## src/rtl/pa_wb_sequencer.sv

```systemverilog
// Fetch PC generator plus multi-lane writeback merge FIFO that drains to the register file.
// Same-register writes within a cycle keep only the youngest lane, and the PC stalls when FIFO space runs low.
module pa_wb_sequencer #(
    parameter int LANES      = 2,
    parameter int DATA_W     = 16,
    parameter int ADDR_W     = 5,
    parameter int PC_W       = 16,
    parameter int FIFO_DEPTH = 8
) (
    input  logic                          clock_i,
    input  logic                          reset_i,
    input  logic [LANES-1:0]              wbEn_i,
    input  logic [LANES*ADDR_W-1:0]       wbAddr_i,
    input  logic [LANES*DATA_W-1:0]       wbVal_i,
    input  logic                          redirect_i,
    input  logic [PC_W-1:0]               redirectPc_i,
    input  logic                          ready_i,
    output logic [PC_W-1:0]               pc_o,
    output logic                          stall_o,
    output logic                          wbValid_o,
    output logic [ADDR_W-1:0]             wbAddr_o,
    output logic [DATA_W-1:0]             wbVal_o,
    output logic [$clog2(FIFO_DEPTH):0]   fifoCount_o,
    output logic                          overflow_o
);

    localparam int PTR_W = $clog2(FIFO_DEPTH);
    localparam int CNT_W = PTR_W + 1;

    logic [ADDR_W-1:0] addrMemR [FIFO_DEPTH];
    logic [DATA_W-1:0] valMemR  [FIFO_DEPTH];
    logic [PTR_W-1:0]  headR;
    logic [PTR_W-1:0]  tailR;
    logic [CNT_W-1:0]  countR;

    logic [LANES-1:0]  surviveS;
    logic [LANES-1:0]  laneWriteS;
    logic [PTR_W-1:0]  slotS [LANES];
    logic [CNT_W-1:0]  pushCntS;
    logic [CNT_W-1:0]  freeS;
    logic              popS;
    logic              dropS;

    // Head presentation and status derived from registered FIFO state.
    always_comb begin
        wbValid_o   = (countR != {CNT_W{1'b0}});
        popS        = wbValid_o && ready_i;
        stall_o     = ((CNT_W'(FIFO_DEPTH) - countR) < CNT_W'(LANES));
        fifoCount_o = countR;
        freeS       = CNT_W'(FIFO_DEPTH) - countR + CNT_W'(popS);
        if (wbValid_o) begin
            wbAddr_o = addrMemR[headR];
            wbVal_o  = valMemR[headR];
        end else begin
            wbAddr_o = {ADDR_W{1'b0}};
            wbVal_o  = {DATA_W{1'b0}};
        end
    end

    // Drop an older lane whenever a younger lane targets the same register this cycle.
    always_comb begin
        surviveS = wbEn_i;
        for (int j = 0; j < LANES - 1; j++) begin
            for (int k = j + 1; k < LANES; k++) begin
                surviveS[j] = surviveS[j] &
                    ~(wbEn_i[k] && (wbAddr_i[j*ADDR_W +: ADDR_W] == wbAddr_i[k*ADDR_W +: ADDR_W]));
            end
        end
    end

    // Allocate FIFO slots to survivors in lane order; lanes past the free space are lost.
    always_comb begin
        pushCntS   = {CNT_W{1'b0}};
        dropS      = 1'b0;
        laneWriteS = {LANES{1'b0}};
        for (int k = 0; k < LANES; k++) begin
            slotS[k] = {PTR_W{1'b0}};
            if (surviveS[k]) begin
                if (pushCntS < freeS) begin
                    laneWriteS[k] = 1'b1;
                    slotS[k]      = tailR + pushCntS[PTR_W-1:0];
                    pushCntS      = pushCntS + CNT_W'(1);
                end else begin
                    dropS = 1'b1;
                end
            end else begin
                slotS[k] = {PTR_W{1'b0}};
            end
        end
    end

    // FIFO storage, pointers, occupancy and sticky overflow flag.
    always_ff @(posedge clock_i or negedge reset_i) begin
        if (!reset_i) begin
            headR      <= {PTR_W{1'b0}};
            tailR      <= {PTR_W{1'b0}};
            countR     <= {CNT_W{1'b0}};
            overflow_o <= 1'b0;
            for (int i = 0; i < FIFO_DEPTH; i++) begin
                addrMemR[i] <= {ADDR_W{1'b0}};
                valMemR[i]  <= {DATA_W{1'b0}};
            end
        end else begin
            for (int k = 0; k < LANES; k++) begin
                if (laneWriteS[k]) begin
                    addrMemR[slotS[k]] <= wbAddr_i[k*ADDR_W +: ADDR_W];
                    valMemR[slotS[k]]  <= wbVal_i[k*DATA_W +: DATA_W];
                end
            end
            tailR      <= tailR + pushCntS[PTR_W-1:0];
            headR      <= headR + PTR_W'(popS);
            countR     <= countR + pushCntS - CNT_W'(popS);
            overflow_o <= overflow_o | dropS;
        end
    end

    // Fetch PC: redirect beats stall, otherwise advance by the lane count.
    always_ff @(posedge clock_i or negedge reset_i) begin
        if (!reset_i) begin
            pc_o <= {PC_W{1'b0}};
        end else if (redirect_i) begin
            pc_o <= redirectPc_i;
        end else if (!stall_o) begin
            pc_o <= pc_o + PC_W'(LANES);
        end else begin
            pc_o <= pc_o;
        end
    end

endmodule

```

## config.mk

```make
export PLATFORM = sky130hd
export DESIGN_NAME = pa_wb_sequencer
export DESIGN_NICKNAME = d
export VERILOG_FILES = /design/src/rtl/pa_wb_sequencer.sv
export SDC_FILE = /design/constraint.sdc
export NUM_CORES = 1
export LEC_CHECK = 0
export BUFFER_PORTS_ARGS = -buffer_cell sky130_fd_sc_hd__buf_2
export CELL_PAD_IN_SITES_DETAIL_PLACEMENT = 1
export CELL_PAD_IN_SITES_GLOBAL_PLACEMENT = 2
export CORE_ASPECT_RATIO = 0.5
export CORE_UTILIZATION = 40
export DETAILED_ROUTE_END_ITERATION = 12
export PLACE_DENSITY_LB_ADDON = 0.2
export SLEW_MARGIN = 20
export SYNTH_ARGS = -nofsm -noshare
export SYNTH_HDL_FRONTEND = slang
export SYNTH_SLANG_ARGS = --single-unit
```

## constraint.sdc

```tcl
create_clock -name clock_i -period 5.24 [get_ports clock_i]
set_input_delay 0.524 -clock clock_i [delete_from_list [all_inputs] [get_ports clock_i]]
set_output_delay 0.524 -clock clock_i [all_outputs]
set_load 0.05 [all_outputs]
```

# Word level (Yosys, flattened, before mapping)
# Cells that the tools add are included.
[totals]
reg_bits = 195
inputBits = 64
output_inout_bits = 44
word_cells = 93
[classes]
n_addsub = 9
magnitude_cmp = 8
n_eq_ne = 2
n_mux = 42
bitwise_logic = 6
reduce_logical = 5
[op_table]
columns = ["operator", "count"]
rows = [
  ["$bwmux W128", 2],
  ["$mux W128", 2],
  ["$mux W16", 7],
  ["$demux W16 S3", 2],
  ["$bwmux W40", 2],
  ["$mux W40", 2],
  ["$bmux W16 S3", 1],
  ["$demux W5 S3", 2],
  ["$mux W5", 5],
  ["$add A16 B2 Y16 const B", 1],
  ["$bmux W5 S3", 1],
  ["$ge A4 B4 Y1 const B", 3],
  ["$mux W3", 4],
  ["$not A3 Y4", 3],
  ["$mux W1", 10],
  ["$lt A4 B1 Y1 const B", 2],
  ["$mux W4", 2],
  ["$add A3 B3 Y3", 2],
  ["$eq A5 B5 Y1", 1],
  ["$add A4 B1 Y4", 1],
  ["$add A4 B1 Y4 const B", 1],
  ["$add A4 B4 Y4", 1],
  ["$logic_and A1 B1 Y1", 4],
  ["$lt A1 B4 Y1 const A", 1],
  ["other kinds (10)", 10],
]

# Logic depth before layout (Yosys ltp)
[logic_depth]
depth_word = 16
depth_mapped = 21
mapped_depth_nobuf = 21

# Worst setup path after synthesis
# Ideal clock, no wire load.
[synth_path]
kind = "register to register"
start = "register countR[2], in the netlist fifoCount_o[2]"
end = "register countR[2], in the netlist fifoCount_o[2]"
setup_ns = 0.122
arrival_ns = 4.837
required_ns = 5.118
setup_slack_ns = 0.281
path_stages_with_launch = 21
n_path_buf = 0
period_less_slack_ns = 4.959
path_cell_list = "dfrtp_1 -> inv_1 -> ha_1 -> and2_0 -> inv_1 -> and2_1 -> ha_1 -> ha_1 -> or3_1 -> or4_1 -> o211ai_4 -> nor2_1 -> ha_1 -> nand2_1 -> o31ai_1 -> inv_1 -> ha_1 -> inv_1 -> ha_1 -> fa_1 -> xor2_1"
[synth_between]
elab_chain_cells = 11
elab_cells_between_ends = 13
cone_classes = "add/sub: 5; order compare: 2; mux: 4; reduce/logical: 2"
[synth_lines]
columns = ["element", "line", "source"]
rows = [
  ["start, declared", "34", "logic [CNT_W-1:0] countR;"],
  ["start signal, assigned", "97", "countR <= {CNT_W{1'b0}};"],
  ["start signal, assigned", "112", "countR <= countR + pushCntS - CNT_W'(popS);"],
  ["$reduce_bool A4 Y1 *", "46", "wbValid_o = (countR != {CNT_W{1'b0}});"],
  ["net wbValid_o", "20", "output logic wbValid_o,"],
  ["$logic_and A1 B1 Y1 *", "47", "popS = wbValid_o && ready_i;"],
  ["$add A4 B1 Y4", "50", "freeS = CNT_W'(FIFO_DEPTH) - countR + CNT_W'(popS);"],
  ["$lt A1 B4 Y1", "79", "if (pushCntS < freeS) begin"],
  ["$mux W1", "79", ""],
  ["$mux W1", "78", "if (surviveS[k]) begin"],
  ["$add A4 B1 Y4 or $lt A4 B4 Y1 (tied branches)", "82, 79", ""],
  ["$mux W4", "79", ""],
  ["$mux W4", "78", ""],
  ["$add A4 B4 Y4", "112", ""],
  ["$sub A4 B1 Y4 *", "112", ""],
]
# Mark *: on every way through the listed nets, which the timed path passes. The rest lies on a longest branch.
# A chain may end at the register's enable or synchronous reset.

# Final worst setup path
[layout_path]
start = "register countR[0], in the netlist fifoCount_o[0]"
end = "register valMemR[86] (netlist bit)"
[layout_between]
elab_chain_cells = 16
elab_cells_between_ends = 33
cone_classes = "add/sub: 3; order compare: 6; mux: 18; bitwise: 2; reduce/logical: 4"
[layout_lines]
columns = ["element", "line", "source"]
rows = [
  ["parallel branches: the longest is 2 deep, another holds $sub A4 B4 Y4", "--", ""],
  ["$add A4 B1 Y4 *", "50", ""],
  ["$lt A1 B4 Y1", "79", ""],
  ["$mux W1", "79", ""],
  ["$mux W1", "78", ""],
  ["$lt A4 B4 Y1 or $add A3 B3 Y3 (tied branches)", "79, 81", ""],
  ["$mux W3", "79", ""],
  ["$mux W3", "78", ""],
  ["$not A3 Y4 (implied by the code)", "107", "valMemR[slotS[k]] <= wbVal_i[k*DATA_W +: DATA_W];"],
  ["$ge A4 B4 Y1 (implied by the code) or $lt A4 B1 Y1 (tied branches)", "107", ""],
  ["$logic_and A1 B1 Y1 (implied by the code)", "107", ""],
  ["$mux W16 (implied by the code)", "107", ""],
  ["$demux W16 S3", "107", ""],
  ["$bwmux W128", "107", ""],
  ["$mux W128 *", "105", "if (laneWriteS[k]) begin"],
  ["end signal, assigned by index", "101", "valMemR[i] <= {DATA_W{1'b0}};"],
  ["end signal, assigned by index", "107", ""],
  ["end, declared", "31", "logic [DATA_W-1:0] valMemR [FIFO_DEPTH];"],
]
# Mark *: on every way between the ends.

==> flow_metrics.py <==
metrics = {
    "worst_setup_path": {
        "path_depth": 18,
        "cp.arrival_ns": 5.01,
        "worstPathCellList": "inv_1 -> ha_1 -> and2_1 -> inv_1 -> and2_1 -> ha_1 -> ha_1 -> or3_1 -> or4_1 -> o211ai_4 -> nor2_1 -> ha_1 -> ha_1 -> xnor2_1 -> and2_1 -> nand3_2 -> buf_4 -> mux2_4",
        "slowest_delay_ns": 0.47,
        "end_kind": "register",
        "r2r_slack_ns": 0.58,
        "r2r_start": "fifoCount_o[0]",
        "required_ns": 5.59,
        "critPathLaunchType": "register",
        "crit_path_frequent_cell": "ha_1",
        "path_delay_family": "simple AND/OR/NAND/NOR gates",
        "r2r-end": "valMemR[86]",
        "worstSetupStartpoint": "fifoCount_o[0]",
        "ff2ff_path_depth": 18,
        "endpoint": "valMemR[86]",
        "cp_max_fo": 11,
        "critPathKind": "register to register",
        "slowest_stage": "dfrtp_1",
        "cp_num_buf_inv": 3,
    },
    "global_routing": {
        "antenna_found_initial": 1,
        "grt_pass1_vias": 8348,
        "global_route.usage.met2": 0.351,
        "busiest_layer": "met2",
        "grt_max_degree": 113,
        "grt_pass1_wl_um": 54000,
        "grtUsageTotal": 0.224,
        "met3_usage": 0.0401,
        "use_met1": 0.326,
        "overflow": 0,
    },
    "floorplan": {
        "die_y_um": 128,
        "rows": 45,
        "die_w_um": 255,
        "dieArea_sq_um": 32700,
        "start_util": 0.414,
        "coreArea_sq_um": 30900,
        "io_pins": 108,
    },
    "synth": {
        "synth_nets": 930,
        "synth-edff-count": 0,
        "avgSynthCellArea_sq_um": 15.1,
        "yosys_register_bits": 195,
        "seq_area_frac_synth": 0.382,
        "synthArstFlopShare": 1.00,
        "syn_area_sq_um": 12800,
        "ys_types": 45,
        "syn_inst": 848,
        "synth_top_flop_cell": "dfrtp_1",
        "yosys_warnings": 0,
    },
    "place": {
        "io_buffers": 107,
        "place_congestion": 0.784,
        "dp_cells": 1346,
        "dp_hpwl_um": 21900,
    },
    "timing": {
        "slew_headroom": 0.332,
        "drv_slew": 0,
        "fin_setup_tns_ns": 0,
        "finalSetupViolCount": 0,
        "report.final.hold_viol_count": 0,
        "clock-skew-final_ns": 0.0119,
        "max_freq_mhz": 215,
        "fin_crit_sh": 0.889,
        "layout_min_cycle_time_ns": 4.66,
        "worst_slew_pin_slew_ns": 0.994,
        "rsz0062_at_grt": "no",
    },
    "cells_and_area": {
        "mostFrequentLayoutCells": "320 x mux2_4, 193 x dfrtp_1, 106 x buf_2",
        "drive_gt1_frac": 0.597,
        "regArea_sq_um": 4880,
        "antennaDiodeCount": 0,
        "multi_input_area_sq_um": 7470,
        "num-nets-final": 1024,
        "fillers": 3082,
        "layout_commonest_cell": "mux2_4",
        "area_growth_pct": 12.2,
        "finish.utilization": 0.465,
        "final_cells": 1378,
    },
    "clock_network": {
        "cts_tree": "built",
        "holdBufCountCts": 0,
        "post_cts_buffers": 0,
        "clk_pin_slew_ns": 0.08,
        "htree_levels": 4,
        "clock_latency_ns": 0.47,
        "cts.sinks": 195,
        "cts-resized-gates": 0,
        "cts_max_path_buffers": 2,
        "cts_root_buf": "clkbuf_16",
        "cts_buffers": 17,
    },
    "flow_run": {
        "cap_viol_max_count": 0,
    },
    "route": {
        "routed_wl_um": 35000,
        "wire_per_inst_um": 25.4,
        "viasPerCell": 5.47,
        "drt_iter0_markers": 389,
        "vias": 7543,
        "antenna_left": 0,
        "post-route-drc-count": 0,
        "first_pass_iters": 4,
    },
    "pwr": {
        "power.density_nw_per_um2": 755,
        "total_power_mw": 10.8,
        "vdd_drop_max_uv": 278,
        "p_leak_nw": 6.86,
    },
    "outcome": {
        "status": "finished, final reports clean",
    },
    "min_path": {
        "hp-class": "primary input to async pin",
    },
}
stage by stage:
step           hold WS, ns  cell area, sq um  setup WS (ns)
2_1_floorplan        0.228             12800          0.281
3_3_place_gp         0.456             13700          0.708
3_5_place_dp         0.461             13700          0.616
4_1_cts              0.234             14300          0.565
5_1_grt              0.227             14300          0.349
6_report             0.144             14300          0.579
layout make-up:
| type | instances | area share |
|---|---|---|
| timing repair buffer | 141 | 0.0557 |
| inverter | 17 | 0.00445 |
| clock inverter | 11 | 0.00925 |
| tap | 423 | 0.0369 |
| multi-input combinational | 570 | 0.521 |
| clock buffer | 21 | 0.0328 |
| sequential | 195 | 0.340 |
how the worst min path moves through the flow:
stage	endpoint	depth (start not counted)
floorplan	addrMemR[0]	0
global placement	overflow_o	2
detailed placement	overflow_o	2
CTS	pc_o[8]	1
global route	pc_o[7]	1
finish	pc_o[7]	1
layer usage:
metal / part of all wire / wire length [um] / vias up
li1: - / - / 3291
met1: 0.50 / 17400 / 4124
met2: 0.46 / 16100 / 104
met5: 0 / 0 / -
met4: 0.010 / 367 / 0
met3: 0.032 / 1110 / 24
registers in the layout, summed over array words and instances, names as in the netlist:
| signal | count |
|---|---|
| headR | 3 |
| tailR | 3 |
| pc_o | 16 |
| overflow_o | 1 |
| addrMemR | 40 |
| fifoCount_o | 4 |
| valMemR | 128 |
cells in the mapped netlist, drive strengths merged (2+ instances only):
| cell type | count | area (sq um) |
|---|---|---|
| nor2 | 26 | 97.6 |
| and2 | 6 | 37.5 |
| nand2 | 22 | 82.6 |
| mux4 | 42 | 946 |
| ha | 16 | 200 |
| xor2 | 14 | 123 |
| nor3 | 4 | 42.5 |
| mux2i | 22 | 220 |
| or4 | 2 | 16.3 |
| o21ai | 14 | 70.1 |
| and4 | 2 | 17.5 |
| and3 | 2 | 12.5 |
| o31ai | 3 | 22.5 |
| mux2 | 338 | 5010 |
| or3 | 3 | 18.8 |
| dfrtp | 195 | 4880 |
| buf | 47 | 334 |
| clkbuf | 19 | 71.3 |
| inv | 17 | 63.8 |
| nor4 | 8 | 140 |
| nand3 | 10 | 50.1 |
| xnor2 | 12 | 105 |
| nand4 | 8 | 50.1 |
| fa | 2 | 40.0 |
| nand2b | 2 | 12.5 |
cells by family (layout without fill, tap and decap cells):
logic type	Yosys count	in the layout	synth area share
buf+inv	83	190	0.0367
compound gates	24	24	0.0124
xor+xnor	27	27	0.0196
simple gates	98	98	0.0470
mux	402	402	0.483
fa+ha+maj	19	19	0.0196
flops	195	195	0.382
power by group:
part	switching [mW]	total (mW)	leakage (nW)	internal, mW
logic	2.99	6.53	4.25	3.54
clock network	0.614	1.40	0.302	0.783
registers	0.629	2.90	2.31	2.27
Note: power is estimated with default switching activity, not from simulation.
